===== src/rtl/dtt_xbar_pkg.sv =====
// Shared crossbar types, widths and helpers.
// Used by the crossbar core and its egress buffers.
package dtt_xbar_pkg;

  localparam int DTT_DATA_WIDTH_DEF = 32;
  localparam int DTT_STAT_W         = 16;

  typedef logic [DTT_DATA_WIDTH_DEF-1:0] dtt_beat_t;

  // Increment that sticks at all-ones instead of wrapping.
  function automatic logic [DTT_STAT_W-1:0] dtt_sat_inc(
    input logic [DTT_STAT_W-1:0] v
  );
    if (&v) begin
      return v;
    end
    return v + 1'b1;
  endfunction

endpackage


===== src/rtl/dtt_sync_fifo.sv =====
// Synchronous FIFO: storage array, wrapping pointers, occupancy.
// Caller guarantees no push when full without pop, no pop when empty.
module dtt_sync_fifo
  import dtt_xbar_pkg::*;
#(
  parameter int WIDTH = DTT_DATA_WIDTH_DEF,
  parameter int DEPTH = 4
) (
  input  logic                     clk,
  input  logic                     rst,
  input  logic                     push,
  input  logic                     pop,
  input  logic [WIDTH-1:0]         wdata,
  output logic [WIDTH-1:0]         rdata,
  output logic [$clog2(DEPTH):0]   level
);

  localparam int PW = $clog2(DEPTH);
  localparam int LW = PW + 1;

  logic [WIDTH-1:0] mem_q [DEPTH];
  logic [PW-1:0]    wr_ptr_q, wr_ptr_d;
  logic [PW-1:0]    rd_ptr_q, rd_ptr_d;
  logic [LW-1:0]    level_q, level_d;

  // Next pointers and occupancy from this cycle's push/pop.
  always_comb begin
    wr_ptr_d = wr_ptr_q;
    rd_ptr_d = rd_ptr_q;
    level_d  = level_q;
    if (push) wr_ptr_d = wr_ptr_q + 1'b1;
    if (pop)  rd_ptr_d = rd_ptr_q + 1'b1;
    case ({push, pop})
      2'b10:   level_d = level_q + 1'b1;
      2'b01:   level_d = level_q - 1'b1;
      default: level_d = level_q;
    endcase
  end

  // Pointer and occupancy registers.
  always_ff @(posedge clk) begin
    if (rst) begin
      wr_ptr_q <= '0;
      rd_ptr_q <= '0;
      level_q  <= '0;
    end else begin
      wr_ptr_q <= wr_ptr_d;
      rd_ptr_q <= rd_ptr_d;
      level_q  <= level_d;
    end
  end

  // Storage write; contents need no reset.
  always_ff @(posedge clk) begin
    if (push && !rst) mem_q[wr_ptr_q] <= wdata;
  end

  assign rdata = mem_q[rd_ptr_q];
  assign level = level_q;

endmodule


===== src/rtl/dtt_crossbar_egress.sv =====
// Per-output egress buffer for the crossbar; drops beats on overflow.
// Stats counters built only with DTT_EGRESS_STATS_EN defined.
module dtt_crossbar_egress
  import dtt_xbar_pkg::*;
#(
  parameter int DATA_WIDTH   = DTT_DATA_WIDTH_DEF,
  parameter int DEPTH        = 4,
  parameter int AFULL_THRESH = DEPTH - 1
) (
  input  logic                    clk,
  input  logic                    rst,
  input  logic [DATA_WIDTH-1:0]   xbar_data,
  input  logic                    xbar_valid,
  output logic [DATA_WIDTH-1:0]   m_data,
  output logic                    m_valid,
  input  logic                    m_ready,
  output logic [$clog2(DEPTH):0]  level,
  output logic                    almost_full,
  output logic [DTT_STAT_W-1:0]   drop_count,
  output logic [DTT_STAT_W-1:0]   beat_count
);

  localparam int LW = $clog2(DEPTH) + 1;
  localparam logic [LW-1:0] DEPTH_L = LW'(DEPTH);
  localparam logic [LW-1:0] AFULL_L = LW'(AFULL_THRESH);

  logic          pop;
  logic          push;
  logic          full;
  logic [LW-1:0] level_w;

  // Accept when space exists or a pop frees a slot this cycle.
  always_comb begin
    full = (level_w == DEPTH_L);
    pop  = m_valid && m_ready;
    push = xbar_valid && (!full || pop);
  end

  dtt_sync_fifo #(
    .WIDTH (DATA_WIDTH),
    .DEPTH (DEPTH)
  ) u_fifo (
    .clk   (clk),
    .rst   (rst),
    .push  (push),
    .pop   (pop),
    .wdata (xbar_data),
    .rdata (m_data),
    .level (level_w)
  );

  assign level       = level_w;
  assign m_valid     = (level_w != '0);
  assign almost_full = (level_w >= AFULL_L);

`ifdef DTT_EGRESS_STATS_EN
  logic                  drop;
  logic [DTT_STAT_W-1:0] drop_q, drop_d;
  logic [DTT_STAT_W-1:0] beat_q, beat_d;

  // Saturating counts of accepted and discarded beats.
  always_comb begin
    drop   = xbar_valid && full && !pop;
    drop_d = drop_q;
    beat_d = beat_q;
    if (drop) drop_d = dtt_sat_inc(drop_q);
    if (push) beat_d = dtt_sat_inc(beat_q);
  end

  // Counter registers.
  always_ff @(posedge clk) begin
    if (rst) begin
      drop_q <= '0;
      beat_q <= '0;
    end else begin
      drop_q <= drop_d;
      beat_q <= beat_d;
    end
  end

  assign drop_count = drop_q;
  assign beat_count = beat_q;
`else
  assign drop_count = '0;
  assign beat_count = '0;
`endif

endmodule


===== config.mk =====
export PLATFORM = sky130hd
export DESIGN_NAME = dtt_crossbar_egress
export DESIGN_NICKNAME = d
export VERILOG_FILES = /design/src/rtl/dtt_xbar_pkg.sv /design/src/rtl/dtt_sync_fifo.sv /design/src/rtl/dtt_crossbar_egress.sv
export SDC_FILE = /design/constraint.sdc
export NUM_CORES = 1
export LEC_CHECK = 0
export ABC_CLOCK_PERIOD_IN_PS = 5800
export BUFFER_PORTS_ARGS = -buffer_cell sky130_fd_sc_hd__buf_2
export CAP_MARGIN = 20
export CORE_MARGIN = 2
export CORE_UTILIZATION = 50
export DETAILED_ROUTE_END_ITERATION = 8
export GPL_TIMING_DRIVEN = 0
export PLACE_DENSITY = 0.73
export SLEW_MARGIN = 5
export SYNTH_ARGS = -nofsm -noshare
export SYNTH_HDL_FRONTEND = slang
export SYNTH_SLANG_ARGS = --single-unit

===== constraint.sdc =====
create_clock -name clk -period 5.8 [get_ports clk]
set_input_delay 1.16 -clock clk [delete_from_list [all_inputs] [get_ports clk]]
set_output_delay 1.16 -clock clk [all_outputs]
set_load 0.02 [all_outputs]

Word-level counts from Yosys, hierarchy flattened
Memories as Yosys holds them, arrays and structs flattened. A register that Yosys moved wholly into a read port is not among the register bits.
Cells that the tools add are included.
{ "op_classes": {"reduce_logical": 8, "order_cmp": 1, "n_mux": 5, "addsub": 4, "n_eq_ne": 3} }
{ "ops": {"columns": ["operator", "count"], "rows": [
  ["one-hot mux 3 bit (2 select lines)", 1],
  ["adder 2 x 1 -> 2 bit, second input constant", 2],
  ["two-way mux 2 bit", 2],
  ["adder 3 x 1 -> 3 bit, second input constant", 1],
  ["equality test 3 bit, second input constant", 1],
  ["greater-or-equal comparator 3 x 2 -> 1 bit, second input constant", 1],
  ["logical AND 1 bit", 3],
  ["nonzero test 3 bit", 1],
  ["subtractor 3 x 1 -> 3 bit, second input constant", 1],
  ["equality test 2 x 1 -> 1 bit, second input constant", 1],
  ["equality test 2 bit, second input constant", 1],
  ["logical NOT 1 bit", 2],
  ["two-way mux 1 bit", 2],
  ["nonzero test 2 bit", 1],
  ["logical OR 1 bit", 1]
]} }
{ "word_totals": {"inputBits": 36, "output_inout_bits": 69, "regBits": 7, "mem_count": 1, "elab_cells": 25, "mem_bits_rw": 128} }
{ "memory_table": {"columns": ["name", "depth", "word_bits", "rd", "rd_clocked_by_memory_dff", "wr", "line_no", "rtl"], "rows": [
  ["u_fifo.mem_q", 4, 32, 1, 1, 1, "dtt_sync_fifo.sv:21", "logic [WIDTH-1:0] mem_q [DEPTH];"]
]} }

Longest topological paths before layout
Gate-level depths: netlist of run 1.
{ "logic_depth": {"depth_word": 7, "mapped_depth": 9, "ltp_nobuf": 9} }

Hierarchy
Synthesis of run 1 repeated with hierarchy kept, for this count alone.
{ "unflattened": {"hier_cells": 252, "hier_area_um2": 5371.4} }
{ "by_module_without_submodules": {"columns": ["module", "cells_per_inst", "area_per_inst_um2", "instances"], "rows": [
  ["dtt_sync_fifo", 213, 5084.9, 1],
  ["dtt_crossbar_egress", 39, 286.5, 1]
]} }

Worst setup path after synthesis of run 1
Ideal clock, no wire load.
{ "synth_timing": {"kind": "input to register", "start": "input xbar_valid", "end": "memory u_fifo.mem_q[1][0] (netlist bit) (enable)", "path_slack_ps": 1449, "arrival_time_ps": 3883, "cell_stages": 3, "setup_ps": 468, "path_cell_list": "o41a_1 inv_1 nor3b_1"} }
{ "synth_between": {"elab_chain_cells": 4} }
{ "synth_rtl": {"columns": ["element", "line_no", "rtl"], "rows": [
  ["from (decl)", "dtt_crossbar_egress.sv:13", "input logic xbar_valid,"],
  ["logical AND 1 bit", "dtt_crossbar_egress.sv:36", "push = xbar_valid && (!full || pop);"],
  ["logical AND 1 bit", "dtt_sync_fifo.sv:55", "if (push && !rst) mem_q[wr_ptr_q] <= wdata;"],
  ["two-way mux 1 bit", "dtt_sync_fifo.sv:55", null],
  ["two-way mux 1 bit (not written as such)", "dtt_sync_fifo.sv:55", null],
  ["to (decl)", "dtt_sync_fifo.sv:21", null]
]} }
No other way between the ends.

==> results of run 1 <==
-- logic make-up after synthesis --
family / after synthesis / synth area share [%]
compound gates: 7 / 0.9164
flops: 137 / 75.56
other cells: 1 / 0.07042
buf+inv: 47 / 5.662
xor+xnor: 4 / 0.6580
simple gates: 16 / 1.574
mux: 34 / 14.00
fa+ha+maj: 6 / 1.551
-- per-layer routing --
layer	wire, um	up-vias	share of wire, %
met4	80	0	0.88
met2	4938	68	55
met3	384	9	4.2
li1	-	1211	-
met5	0	-	0
met1	3641	1351	40
-- power by group through the flow --
stage	clock network, mW	registers (mW)	logic [mW]
after detailed placement	0	1.18	0.583
after global placement	0	1.18	0.566
final	1.01	1.16	0.573
after global routing	1.06	1.17	0.623
after floorplan	0	1.19	0.409
after CTS	1.03	1.16	0.586
-- flip-flops by register name, indices dropped and copies added (netlist names), named ones only --
register         cells
u_fifo.level         3
u_fifo.mem_q       128
u_fifo.wr_ptr_q      2
u_fifo.rd_ptr_q      2
-- worst register-to-register path, cell delays in order, from the launching register on --
cell	delay (ns)
dfxtp_1	0.42
inv_2	0.06
o41a_1	0.51
inv_1	0.22
ha_1	0.22
inv_1	0.06
fa_1	0.37
xor2_1	0.15
or3_1	0.30
a21oi_1	0.14
-- cells in the final DEF, fill, tap and decap left out, types with 5 or more instances in the layout --
master	netlist	final
nor2_1	8	8
buf_2	4	76
clkinvlp_4	0	5
ha_1	5	5
inv_1	6	6
mux4_2	32	32
dfxtp_1	9	9
clkbuf_16	0	16
buf_4	32	38
edfxtp_1	128	128
conb_1	1	32
-- path summary, 6_finish.rpt --
check | cells past startpoint | end | slack (ns) | start
max | 4 | m_data[5] | 2.56 | register
min | 2 | u_fifo.wr_ptr_q[1]$_SDFFE_PP0P_ | 0.52 | u_fifo.wr_ptr_q[1]$_SDFFE_PP0P_
max reg2reg | 9 | u_fifo.level[2]$_SDFFE_PP0P_ | 3.28 | u_fifo.level[2]$_SDFFE_PP0P_
min reg2reg | 2 | u_fifo.wr_ptr_q[1]$_SDFFE_PP0P_ | 0.52 | u_fifo.wr_ptr_q[1]$_SDFFE_PP0P_
-- area by class of cell --
cell class | instances | area (um2)
Multi-Input combinational cell | 99 | 1136
Buffer | 40 | 275.3
Clock inverter | 13 | 146.4
Fill cell | 730 | 3643
Clock buffer | 19 | 421.7
Tap cell | 136 | 170.2
Timing Repair Buffer | 84 | 480.5
Sequential cell | 137 | 4024
Inverter | 7 | 26.28
==> impl_metrics.tcl, run 1 <==
set metrics [dict create \
    post_drt_wl_per_cell_um 16.90 \
    cts-htree-levels 4 \
    pre_cts_ws_ns 2.562 \
    layout.cell_area.non_filler_um2 6680 \
    synthToLayoutAreaGrowth_pct 25.45 \
    firstDrtPassIters 4 \
    place_inst 503 \
    synthTopCellsByArea "edfxtp_1 72%, mux4_2 14%, buf_4 4.5%, dfxtp_1 3.4%, ha_1 1.2%" \
    ios 105 \
    diodes 0 \
    p_int_mw 2.000 \
    slew_violations 0 \
    yosysMostFrequentCell "edfxtp_1" \
    post-route-drc-count 0 \
    max_freq_mhz 308.3 \
    ys_ff_latch 137 \
    max_slew_margin_pct 53.47 \
    fin_worst_skew_ns 0.007941 \
    gp_congestion 0.7193 \
    wirelength_mm 9.044 \
    clkPwrFrac_pct 36.8 \
    slowest_stage "mux4_2" \
    place_hpwl_mm 6.104 \
    core-area_um2 10320 \
    setup_viol 0 \
    syn_inst 252 \
    slowest_delay_ns 0.58 \
    utilization_pct 64.71 \
    path_clk_slew_ns 0.06 \
    gr-total-overflow 0 \
    die_x_um 107.2 \
    grt_max_degree 17 \
    cts_buffers 17 \
    io_buffers 72 \
    grt-busiest-layer "met2" \
    worstMarginPinSlew_ns 0.6949 \
    outcome "complete, no violations" \
    drive_above_1_share_pct 47.12 \
    synth_top_area_cell "edfxtp_1" \
    cts_setup_buffers 0 \
    synth_top_area_share_pct 72.18 \
    end_kind "output pin" \
    start_util_pct 51.58 \
    critPathLaunchType "register" \
    synth_commonest_cells "128 x edfxtp_1, 32 x buf_4, 32 x mux4_2, 9 x dfxtp_1, 8 x nor2_1" \
    cts_tree "built" \
    viasPerCell 4.933 \
    syn_avg_cell_area_um2 21.13 \
    critPathKind "reg2out" \
    cts.sinks 137 \
    path_delay_family "buffers and inverters" \
    synth-edff-count 128 \
    cts_resized 0 \
    cts.path.max_buffers 2 \
    grt_first_pass_wirelength_mm 14.03 \
    grt_pass1_vias 2668 \
    stdcell_count 535 \
    p_sw_share_pct 27.08 \
    hold_buffers 0 \
    rsz0062_at_grt "no" \
    rows 37 \
    worst-path-max-fanout 10 \
    setup_tns_ns 0 \
    synth_cell_types 26 \
    p_seq_share_pct 42.3 \
    die_h_um 107.2 \
    antenna_found_initial 0 \
    gr-usage-all-layers_pct 16.94 \
    synth-async-reset-ratio_pct 0 \
    dieArea_um2 11490 \
    p_sw_mw 0.7430 \
    hp-class "reg2reg" \
    place_area_um2 6112 \
    yosysSeqAreaShare_pct 75.56 \
    crit_buf_inv 3 \
    setup_ws_ns 2.557 \
    max-vdd-ir-drop_uv 231.1 \
    period_share_pct 55.92 \
    cp.arrival_ns 2.08 \
    drv_cap 0 \
    worstPathCellList "buf_2 -> buf_2 -> mux4_2 -> buf_2" \
    fin_nets 428 \
    grt_use_met1_pct 19.74 \
    cp_common_cell "buf_2" \
    p_leak_nw 2.458 \
    insertion_delay_ns 0.50 \
    period_needed_ns 3.243 \
    cts-root-buf "clkbuf_8" \
    yosys_warnings 0 \
    whs_ns 0.5176 \
    powerDensity_nw_per_um2 410.7 \
    syn_area_um2 5325 \
    hold_viol_final 0 \
    synth-main-ff-cell "edfxtp_1" \
    power.total_mw 2.743 \
    crit_required_ns 4.64 \
    ant_nets 0 \
    drtIter0Drc 102 \
    vias 2639 \
    combPwrFrac_pct 20.9 \
    use_met3_pct 4.559 \
    use_met2_pct 30.20 \
]
No activity file was read; power rests on OpenSTA's default activity.
==> run 2: changes to the inputs <==
--- a/config.mk
+++ b/config.mk
@@ -5,14 +5,14 @@
 export SDC_FILE = /design/constraint.sdc
 export NUM_CORES = 1
 export LEC_CHECK = 0
-export ABC_CLOCK_PERIOD_IN_PS = 5800
+export ABC_CLOCK_PERIOD_IN_PS = 2900
 export BUFFER_PORTS_ARGS = -buffer_cell sky130_fd_sc_hd__buf_2
 export CAP_MARGIN = 20
 export CORE_MARGIN = 2
-export CORE_UTILIZATION = 50
+export CORE_UTILIZATION = 49
 export DETAILED_ROUTE_END_ITERATION = 8
 export GPL_TIMING_DRIVEN = 0
-export PLACE_DENSITY = 0.73
+export PLACE_DENSITY = 0.75
 export SLEW_MARGIN = 5
 export SYNTH_ARGS = -nofsm -noshare
 export SYNTH_HDL_FRONTEND = slang
==> constraint.sdc (replaced) <==
create_clock -name clk -period 2.9 [get_ports clk]
set_input_delay 0.58 -clock clk [delete_from_list [all_inputs] [get_ports clk]]
set_output_delay 0.58 -clock clk [all_outputs]
set_load 0.02 [all_outputs]
==> run 2 against run 1 <==
Via count grew 0.11%. Hold slack worse by 0.24 ns. Register-to-register slack worse by 2.9 ns.
==> impl_metrics.tcl, run 2 (same netlist as run 1, synthesis figures left out) <==
set metrics [dict create \
    outcome "complete, no violations" \
    gp_congestion 0.6750 \
    cts_setup_buffers 0 \
    largest_reg_flops 128 \
    start_util_pct 49.78 \
    register_area_um2 4024 \
    gr-usage-all-layers_pct 16.93 \
    p_sw_share_pct 26.90 \
    fin_nets 429 \
    post_drt_wl_per_cell_um 17.04 \
    p_seq_share_pct 41.6 \
    critPathKind "reg2out" \
    rows 38 \
    rsz0062_at_grt "no" \
    cts_tree "built" \
    wirelength_mm 9.201 \
    r2r_start "u_fifo.level[2]$_SDFFE_PP0P_" \
    combPwrFrac_pct 20.7 \
    cts-htree-levels 4 \
    grt_pass1_vias 2745 \
    cts.path.max_buffers 2 \
    setup_tns_ns 0 \
    max-vdd-ir-drop_uv 409.4 \
    place_area_um2 6117 \
    viasPerCell 4.893 \
    cts_buffers 17 \
    synthToLayoutAreaGrowth_pct 25.96 \
    hp-class "in2reg" \
    cts_resized 0 \
    antenna_found_initial 0 \
    whs_ns 0.2811 \
    multiInputGateArea_um2 1136 \
    ios 105 \
    drv_cap 0 \
    dieArea_um2 11720 \
    end_kind "output pin" \
    p_leak_nw 2.474 \
    gr-total-overflow 0 \
    worstMarginPinSlew_ns 0.8279 \
    path_clk_slew_ns 0.06 \
    critPathLaunchType "register" \
    insertion_delay_ns 0.51 \
    p_int_mw 4.084 \
    diodes 0 \
    max_slew_margin_pct 44.56 \
    top_register "u_fifo.mem_q" \
    vias 2642 \
    hold_viol_final 0 \
    grt_first_pass_wirelength_mm 13.92 \
    setup_viol 0 \
    place_hpwl_mm 6.198 \
    max_freq_mhz 375.9 \
    setup_ws_ns 0.2398 \
    cts.sinks 137 \
    power.total_mw 5.587 \
    min-delay-start "xbar_data[16]" \
    fin_worst_skew_ns 0.007973 \
    ant_nets 0 \
    core-area_um2 10700 \
    slew_violations 0 \
    die_x_um 108.2 \
    layout.cell_area.non_filler_um2 6708 \
    die_h_um 108.2 \
    layout_commonest_cell "edfxtp_1" \
    io_buffers 72 \
    cp.arrival_ns 2.08 \
    worst-path-max-fanout 10 \
    clkPwrFrac_pct 37.7 \
    nFillCells 785 \
    p_sw_mw 1.503 \
    firstDrtPassIters 4 \
    period_share_pct 91.73 \
    post-route-drc-count 0 \
    pre_cts_ws_ns 0.2521 \
    powerDensity_nw_per_um2 832.9 \
    crit_required_ns 2.32 \
    layout_common_cells "128 x edfxtp_1, 76 x buf_2, 39 x buf_4" \
    drtIter0Drc 158 \
    grt_max_degree 17 \
    period_needed_ns 2.660 \
    hold_buffers 0 \
    drive_above_1_share_pct 47.50 \
    cts-root-buf "clkbuf_8" \
]
## run 2: cell count changes in the layout (fill, tap and decap cells not counted)
cell       delta
inv_6         -1
buf_4         +1
buf_6         +2
buf_8         -2
bufinv_16     +1
clkbuf_1      -1
clkinv_2      +1
## run 2: metrics by stage
step / std cells / util, %
floorplan: 283 / -
global placement: 495 / 55.87
detailed placement: 508 / 57.18
CTS: 540 / 62.70
global route: 540 / 62.70
finish: 540 / 62.70
## run 2: final cells by class
class / count / share of cell area (%)
timing repair buffer: 85 / 7.163
sequential: 137 / 59.99
tap: 140 / 2.611
multi-input combinational: 99 / 16.94
clock inverter: 14 / 2.574
inverter: 7 / 0.3917
buffer: 40 / 4.104
clock buffer: 18 / 6.230
## run 2: final timing paths
check | endpoint | slack [ns] | depth (start not counted)
max | m_data[5] | 0.24 | 4
min | u_fifo.mem_q[2][16]$_DFFE_PP_ | 0.28 | 1
max reg2reg | u_fifo.level[2]$_SDFFE_PP0P_ | 0.34 | 9
min reg2reg | u_fifo.wr_ptr_q[1]$_SDFFE_PP0P_ | 0.52 | 2
## run 2: layer usage
metal / up-vias / part of all wire, % / GRT usage (%)
li1: 1215 / - / -
met1: 1333 / 40 / 19.60
met2: 85 / 54 / 28.93
met3: 9 / 5.4 / 6.088
met4: 0 / 0.89 / 6.593
met5: - / 0 / 0
## run 2: worst max-delay path: stages, from the launching register on
cell     delay (ns)
dfxtp_1        0.30
buf_2          0.16
buf_2          0.36
mux4_2         0.58
buf_2          0.18
## run 2: power by group through the flow
stage	sequential [mW]	clock [mW]	combinational [mW]
after floorplan	2.37	0	0.818
after global placement	2.37	0	1.13
after detailed placement	2.36	0	1.17
after CTS	2.32	2.15	1.18
after global routing	2.33	2.24	1.25
final	2.32	2.11	1.16
